`src/rtl/cmp_sort_seq.sv`:
```
// Sequential bubble sorter: loads DEPTH words, sorts them with one shared
// unsigned comparison per clock (early exit on a clean pass), then streams them out.
module cmp_sort_seq #(
  parameter int N     = 8,
  parameter int DEPTH = 8,
  parameter bit DESC  = 1'b0
) (
  input  logic         clk,
  input  logic         rst_n,
  input  logic         in_valid,
  output logic         in_ready,
  input  logic [N-1:0] in_data,
  output logic         out_valid,
  input  logic         out_ready,
  output logic [N-1:0] out_data,
  output logic         out_last,
  output logic         busy,
  output logic         sort_done
);

  localparam int IW = (DEPTH > 2) ? $clog2(DEPTH) : 1;
  localparam logic [IW-1:0] LAST_IDX  = IW'(DEPTH - 1);
  localparam logic [IW-1:0] LAST_PAIR = IW'(DEPTH - 2);

  typedef enum logic [1:0] {
    LOAD,
    SORT,
    DRAIN
  } state_t;

  state_t        state;
  logic [N-1:0]  mem [DEPTH];
  logic [IW-1:0] wr_idx;
  logic [IW-1:0] rd_idx;
  logic [IW-1:0] idx;
  logic [IW-1:0] pass;
  logic          pass_swapped;

  logic [IW-1:0] idx_nxt;
  logic [IW-1:0] rd_nxt;
  logic [N-1:0]  a_word;
  logic [N-1:0]  b_word;
  logic          a_gt_b;
  logic          a_lt_b;
  logic          swap;
  logic          pass_end;
  logic          sort_fin;
  logic [N-1:0]  head_after;

  // Shared comparator on the current adjacent pair; equal words never swap.
  always_comb begin
    idx_nxt    = idx + IW'(1);
    rd_nxt     = rd_idx + IW'(1);
    a_word     = mem[idx];
    b_word     = mem[idx_nxt];
    a_gt_b     = (a_word > b_word);
    a_lt_b     = (a_word < b_word);
    swap       = DESC ? a_lt_b : a_gt_b;
    pass_end   = (idx == LAST_PAIR);
    sort_fin   = pass_end && ((!pass_swapped && !swap) || (pass == LAST_PAIR));
    // Word 0 as it will be after this edge; only differs when DEPTH is 2.
    head_after = (swap && (idx == '0)) ? b_word : mem[0];
  end

  always_ff @(posedge clk or negedge rst_n) begin
    if (!rst_n) begin
      state        <= LOAD;
      for (int unsigned i = 0; i < DEPTH; i++) mem[i] <= '0;
      wr_idx       <= '0;
      rd_idx       <= '0;
      idx          <= '0;
      pass         <= '0;
      pass_swapped <= 1'b0;
      in_ready     <= 1'b1;
      out_valid    <= 1'b0;
      out_data     <= '0;
      out_last     <= 1'b0;
      busy         <= 1'b0;
      sort_done    <= 1'b0;
    end else begin
      sort_done <= 1'b0;
      unique case (state)
        LOAD: begin
          if (in_valid) begin
            mem[wr_idx] <= in_data;
            if (wr_idx == LAST_IDX) begin
              wr_idx       <= '0;
              idx          <= '0;
              pass         <= '0;
              pass_swapped <= 1'b0;
              state        <= SORT;
              in_ready     <= 1'b0;
              busy         <= 1'b1;
            end else begin
              wr_idx <= wr_idx + IW'(1);
            end
          end
        end

        SORT: begin
          if (swap) begin
            mem[idx]     <= b_word;
            mem[idx_nxt] <= a_word;
            pass_swapped <= 1'b1;
          end
          if (sort_fin) begin
            state     <= DRAIN;
            busy      <= 1'b0;
            sort_done <= 1'b1;
            out_valid <= 1'b1;
            out_data  <= head_after;
            out_last  <= (LAST_IDX == '0);
            rd_idx    <= '0;
          end else if (pass_end) begin
            idx          <= '0;
            pass         <= pass + IW'(1);
            pass_swapped <= 1'b0;
          end else begin
            idx <= idx_nxt;
          end
        end

        DRAIN: begin
          if (out_ready) begin
            if (out_last) begin
              state     <= LOAD;
              rd_idx    <= '0;
              pass      <= '0;
              out_valid <= 1'b0;
              out_last  <= 1'b0;
              out_data  <= '0;
              in_ready  <= 1'b1;
            end else begin
              rd_idx   <= rd_nxt;
              out_data <= mem[rd_nxt];
              out_last <= (rd_nxt == LAST_IDX);
            end
          end
        end

        default: state <= LOAD;
      endcase
    end
  end

endmodule
```
`config.mk`:
```
export PLATFORM = sky130hd
export DESIGN_NAME = cmp_sort_seq
export DESIGN_NICKNAME = d
export VERILOG_FILES = /design/src/rtl/cmp_sort_seq.sv
export SDC_FILE = /design/constraint.sdc
export NUM_CORES = 1
export LEC_CHECK = 0
export ABC_AREA = 1
export CORE_MARGIN = 4
export CORE_UTILIZATION = 59
export CTS_BUF_LIST = sky130_fd_sc_hd__clkbuf_4 sky130_fd_sc_hd__clkbuf_8
export CTS_CLUSTER_DIAMETER = 40
export DETAILED_ROUTE_END_ITERATION = 6
export GPL_ROUTABILITY_DRIVEN = 0
export MAX_ROUTING_LAYER = met4
export PLACE_DENSITY_LB_ADDON = 0.25
export SETUP_SLACK_MARGIN = 0.02
export SLEW_MARGIN = 5
export SYNTH_ARGS = -nofsm -noshare
export SYNTH_HDL_FRONTEND = slang
export SYNTH_SLANG_ARGS = --single-unit
```
`constraint.sdc`:
```
create_clock -name clk -period 3.27 [get_ports clk]
set_clock_uncertainty 0.1 [all_clocks]
set_input_delay 0.327 -clock clk [delete_from_list [all_inputs] [get_ports clk]]
set_output_delay 0.327 -clock clk [all_outputs]
set_load 0.05 [all_outputs]
```
# Word-level counts from Yosys, hierarchy flattened
# Index checks and enable logic that the tools add are counted.
[op_classes]
add_sub_neg = 4
n_mul = 0
div_mod_pow = 0
order_cmp = 8
n_eq_ne = 14
shifts = 0
muxes = 69
bitwise = 4
n_reduce_logical = 25
[ops]
columns = ["cell", "count"]
rows = [
  ["$bwmux W64", 3],
  ["$mux W64", 2],
  ["$pmux W64 S2", 1],
  ["$mux W8", 13],
  ["$bmux W8 S3", 3],
  ["$demux W8 S3", 3],
  ["$mux W3", 12],
  ["$mux W1", 17],
  ["$ge A4 B4 Y1 const B", 4],
  ["$ne A2 B2 Y1 const B", 8],
  ["$not A3 Y4", 4],
  ["$pmux W8 S2", 1],
  ["$add A3 B1 Y3 const B", 4],
  ["$eq A3 B3 Y1 const B", 4],
  ["$lt A4 B1 Y1 const B", 3],
  ["$pmux W3 S2", 2],
  ["$reduce_and A4 Y1", 3],
  ["$mux W2", 5],
  ["$pmux W1 S2", 5],
  ["$reduce_and A5 Y1", 2],
  ["$pmux W3 S3", 1],
  ["$reduce_and A3 Y1", 3],
  ["$gt A8 B8 Y1", 1],
  ["$reduce_and A7 Y1", 1],
  ["other kinds (11)", 19],
]
[totals]
reg_bits = 92
latchBits = 0
mem_bits_rw = 0
rom_bits = 0
input_bits = 12
output_inout_bits = 13
wordCells = 144
memories = 0

# Longest topological paths before layout
[depth]
depth_word = 12
ltp_mapped = 26
mapped_depth_nobuf = 24

# Worst setup path after synthesis
# Ideal clock, no wire load.
[synth_timing]
path_kind = "reg2reg"
from = "reg idx[1]"
to = "reg mem[0] (netlist bit)"
setup_time_ns = 0.117
t_arrival_ns = 3.255
required_time_ns = 3.053
path_slack_ns = -0.201
stages_incl_launch_ff = 23
path_buffers = 3
period_less_slack_ns = 3.471
cell_sequence = "dfrtp_1 -> buf_2 -> inv_2 -> buf_2 -> ha_1 -> clkbuf_1 -> nand2_1 -> nand2_1 -> nand2_1 -> nand2_2 -> inv_1 -> ha_1 -> nand2_1 -> nor2_1 -> nand4_1 -> nand2_1 -> inv_2 -> nand2_1 -> nand2_2 -> inv_2 -> nor2_4 -> nand2_1 -> nand2_1"
[synth_via]
elab_chain_len = 9
elab_cells_between_ends = 26
cone_classes = "1 x add/sub; 5 x order compare; 1 x eq/ne; 14 x mux; 2 x bitwise; 3 x reduce/logical"
[synth_lines]
columns = ["item", "line", "source"]
rows = [
  ["start, declared", "35", "logic [IW-1:0] idx;"],
  ["start signal, assigned", "119", "idx <= idx_nxt;"],
  ["parallel branches: the longest is 9 deep, another holds $gt A8 B8 Y1", "n/a", ""],
  ["end signal, assigned by index", "85", "mem[wr_idx] <= in_data;"],
  ["end signal, assigned by index", "102", "mem[idx] <= b_word;"],
  ["end signal, assigned by index", "103", "mem[idx_nxt] <= a_word;"],
  ["end, declared", "32", "logic [N-1:0] mem [DEPTH];"],
]
# Parallel ways; which one is timed is not known. The select of a mux whose other input is x is not followed.
# A chain may end at the register's enable or synchronous reset.

# Final worst setup path
[layout_timing]
from = "reg idx[0]"
to = "reg mem[3] (netlist bit)"
# The elaborated chain is that of the path after synthesis.

==> run_results.csv <==
group,metric,value,unit
setup_path,worstSetupEndpointType,"flop",
die,core-area,0.0133,mm^2
detailed_routing,ant_nets,0,
final_layout,nets,1481,
detailed_routing,vias,9444,
sta,rsz0062_at_grt,"no",
synthesis,synth_edf_count,0,
setup_path,path_class,"flop to flop",
grt,grt_max_degree,90,
detailed_routing,drc_errors,13,
sta,slew_violations,0,
setup_path,critical_path_buf_inv_count,5,
die,rows,42,
sta,fin_tns_setup,0,ns
sta,worst_slew_margin_rel,37.8,%
final_layout,area_growth,11.2,%
synthesis,syn_nets,1446,
sta,setup_violations,0,
setup_path,path_common_cell,"nand2_1",
synthesis,async_reset_ff_share,100,%
detailed_routing,drtIter0Drc,1280,
synthesis,synth_top_cell_area_share,38.6,%
setup_path,crit_chain,"inv_4 > buf_6 > o21ai_0 > nand2_1 > nand2_1 > nand2_1 > nand2_2 > inv_1 > ha_1 > nand2_1 > nor2_1 > nand2_1 > nand2_1 > nand2_1 > inv_2 > nand2_1 > nand2_4 > buf_4 > nand3_2 > nand2_1 > nand2_1",
clocking,clk_path_buf_depth,2,
clocking,cts-root-buf,"clkbuf_8",
setup_path,cpPeakStageDelay,0.45,ns
hold_path,hp-class,"input port to asynchronous set/reset pin",
detailed_routing,routed_wirelength,27900,um
synthesis,syn_area_per_cell,5.74,um^2
sta,max_freq,0.321,GHz
synthesis,synth_top_area_cell,"nand2_1",
setup_path,critical_path_required,3.48,ns
grt,grt_pass1_vias,8281,
sta,period_minus_slack,3.11,ns
status,violations,"DRC",
clocking,cts_sinks,92,
placed_design,port_buffers,24,
synthesis,synthFlopType,"dfrtp_1",
synthesis,synth_cell_types,38,
setup_path,crit_path_start_kind,"flop",
clocking,path_clk_slew,0.11,ns
placed_design,hpwl,20500,um
synthesis,ys_seq_elements,92,
die,die_h,125,um
setup_path,worstReg2RegEnd,"mem[3]",
grt,grt_pass1_wl,43900,um
setup_path,regToRegSetupSlack,0.16,ns
setup_path,ff2ff_path_depth,21,
die,initial_utilization,60.9,%
grt,grt.total_usage,36.2,%
setup_path,critPathTopFamily,"simple AND/OR/NAND/NOR gates",
sta,period_share,95.2,%
sta,tightest_slew,0.929,ns
clocking,h-tree-depth,3,
grt,grt.busiest_layer,"met2",
setup_path,cp_num_cells,21,
synthesis,yosys_warnings,0,
grt,use_met1,47.1,%
setup_path,slowest_stage,"dfrtp_2",
detailed_routing,avgRoutedWirePerCell,17.1,um
die,die-area,0.0157,mm^2
die,io_pins,25,
final_layout,drive_gt1_share,10.6,%
clocking,cts_tree,"built",
setup_path,crit_path_start,"idx[0]",
clocking,clk_latency,0.42,ns
synthesis,synth_area_leaders,"nand2_1 (39%), dfrtp_1 (28%), o21ai_0 (6.8%)",
setup_path,crit_path_max_fanout,18,
detailed_routing,viasPerCell,5.78,
die,die_x,125,um
grt,gr-usage-met2,53.1,%
detailed_routing,dr.pass1.iters,7,
synthesis,synthCells,1417,
status,status,"complete, but fails checks",
grt,grt_antenna_before_repair,1,
setup_path,reg2reg_from,"idx[0]",
setup_path,arrival,3.33,ns
synthesis,synth_seq_area_share,28.3,%
grt,grt_use_met3,8.44,%
job,drv_cap,0,
synthesis,netlist_area,0.00813,mm^2
clocking,numCtsBuffers,9,
setup_path,critPathCapture,"mem[3]",
sta,final-hold-violation-count,0,
grt,grt_overflow,0,
-- metrics by stage --
step	utilization, %	hold WS, ns	area [um^2]	setup WS (ns)	cells
global placement	65.7	0.284	8770	0.285	1614
global route	67.8	0.420	9040	0.0294	1634
CTS	67.2	0.380	8960	0.177	1631
finish	67.8	0.339	9040	0.158	1634
floorplan	-	-0.0686	8190	0.0304	1417
detailed placement	65.7	0.286	8770	0.197	1614
-- Yosys cell counts, types with 2 or more instances --
master / number
inv_1: 90
or2_2: 8
buf_6: 4
o21ai_1: 12
nand3b_1: 4
o22ai_1: 4
o211ai_1: 2
nand2_2: 11
inv_2: 21
nor3_4: 4
nand3_1: 51
nor3_2: 8
a21oi_1: 24
nor2_1: 39
clkbuf_1: 13
xor2_1: 2
buf_2: 30
o21ai_0: 110
nand4_1: 3
buf_1: 2
ha_1: 17
nand2_1: 836
nand3_2: 10
nor2_4: 8
dfrtp_1: 91
-- layout make-up --
class / count / area, um^2
multi-input cells: 1163 / 5210
clock buffers: 10 / 131
repair buffers: 75 / 691
clock inverters: 6 / 55.1
well taps: 176 / 220
flip-flops and latches: 92 / 2300
inverters: 111 / 427
fillers: 1272 / 4300
diodes: 1 / 2.50
-- layout by cell type (no fill, tap or decap), types with 6 or more instances in the layout --
cell / instances
nand2_2: 12
o21ai_0: 110
or2_2: 8
buf_4: 41
inv_2: 18
clkdlybuf4s50_1: 23
a21oi_1: 24
clkbuf_8: 9
buf_6: 6
nand3_1: 44
nand2_1: 834
o21ai_1: 12
nor2_1: 38
dfrtp_1: 90
ha_1: 16
nor2_4: 9
nand3_2: 16
nor3_2: 8
inv_1: 90
-- how the worst min path moves through the flow --
stage                    to  cells after the start
floorplan              busy                      0
global placement    mem[15]                      1
detailed placement  mem[15]                      1
CTS                 mem[15]                      2
global route        mem[36]                      2
finish              mem[15]                      2
-- sequential cells by signal, summed over array words and instances (netlist names) --
name,count
busy,1
idx,3
in_ready,1
mem,64
out_data,8
out_last,1
out_valid,1
pass,3
pass_swapped,1
rd_idx,3
sort_done,1
state,2
wr_idx,3
-- routing by layer --
| layer | part of all wire (%) | wire (um) |
|---|---|---|
| met4 | 5.7 | 1580 |
| met1 | 39 | 10700 |
| met2 | 43 | 12000 |
| met3 | 13 | 3600 |
| met5 | 0 | 0 |
-- cell families after synthesis --
kind of cell    Yosys count  share of synthesized area [%]
flops                    92                           28.3
compound gates          156                           9.84
simple gates            988                           50.5
fa+ha+maj                17                           2.61
buf+inv                 162                           8.49
xor+xnor                  2                          0.215
-- worst register-to-register path, stage by stage, from the launching register on --
cell and delay, ns:
dfrtp_2 0.45, inv_4 0.07, buf_6 0.17, o21ai_0 0.35, nand2_1 0.09, nand2_1 0.07, nand2_1 0.06, nand2_2 0.06
inv_1 0.05, ha_1 0.27, nand2_1 0.07, nor2_1 0.15, nand2_1 0.07, nand2_1 0.08, nand2_1 0.09, inv_2 0.08
nand2_1 0.09, nand2_4 0.16, buf_4 0.13, nand3_2 0.17, nand2_1 0.13, nand2_1 0.05
-- timing repair --
| action | in CTS | in global routing |
|---|---|---|
| resized for setup | 0 | 15 |
| hold buffers | 1 | 0 |
| endpoints found under the setup margin | 0 | 75 |
| buffers inserted | 0 | 2 |
| endpoints found under the hold margin | 46 | 0 |
Power is not shown: default switching activity piles up to over one toggle a cycle in this logic, so the estimate is an artifact.
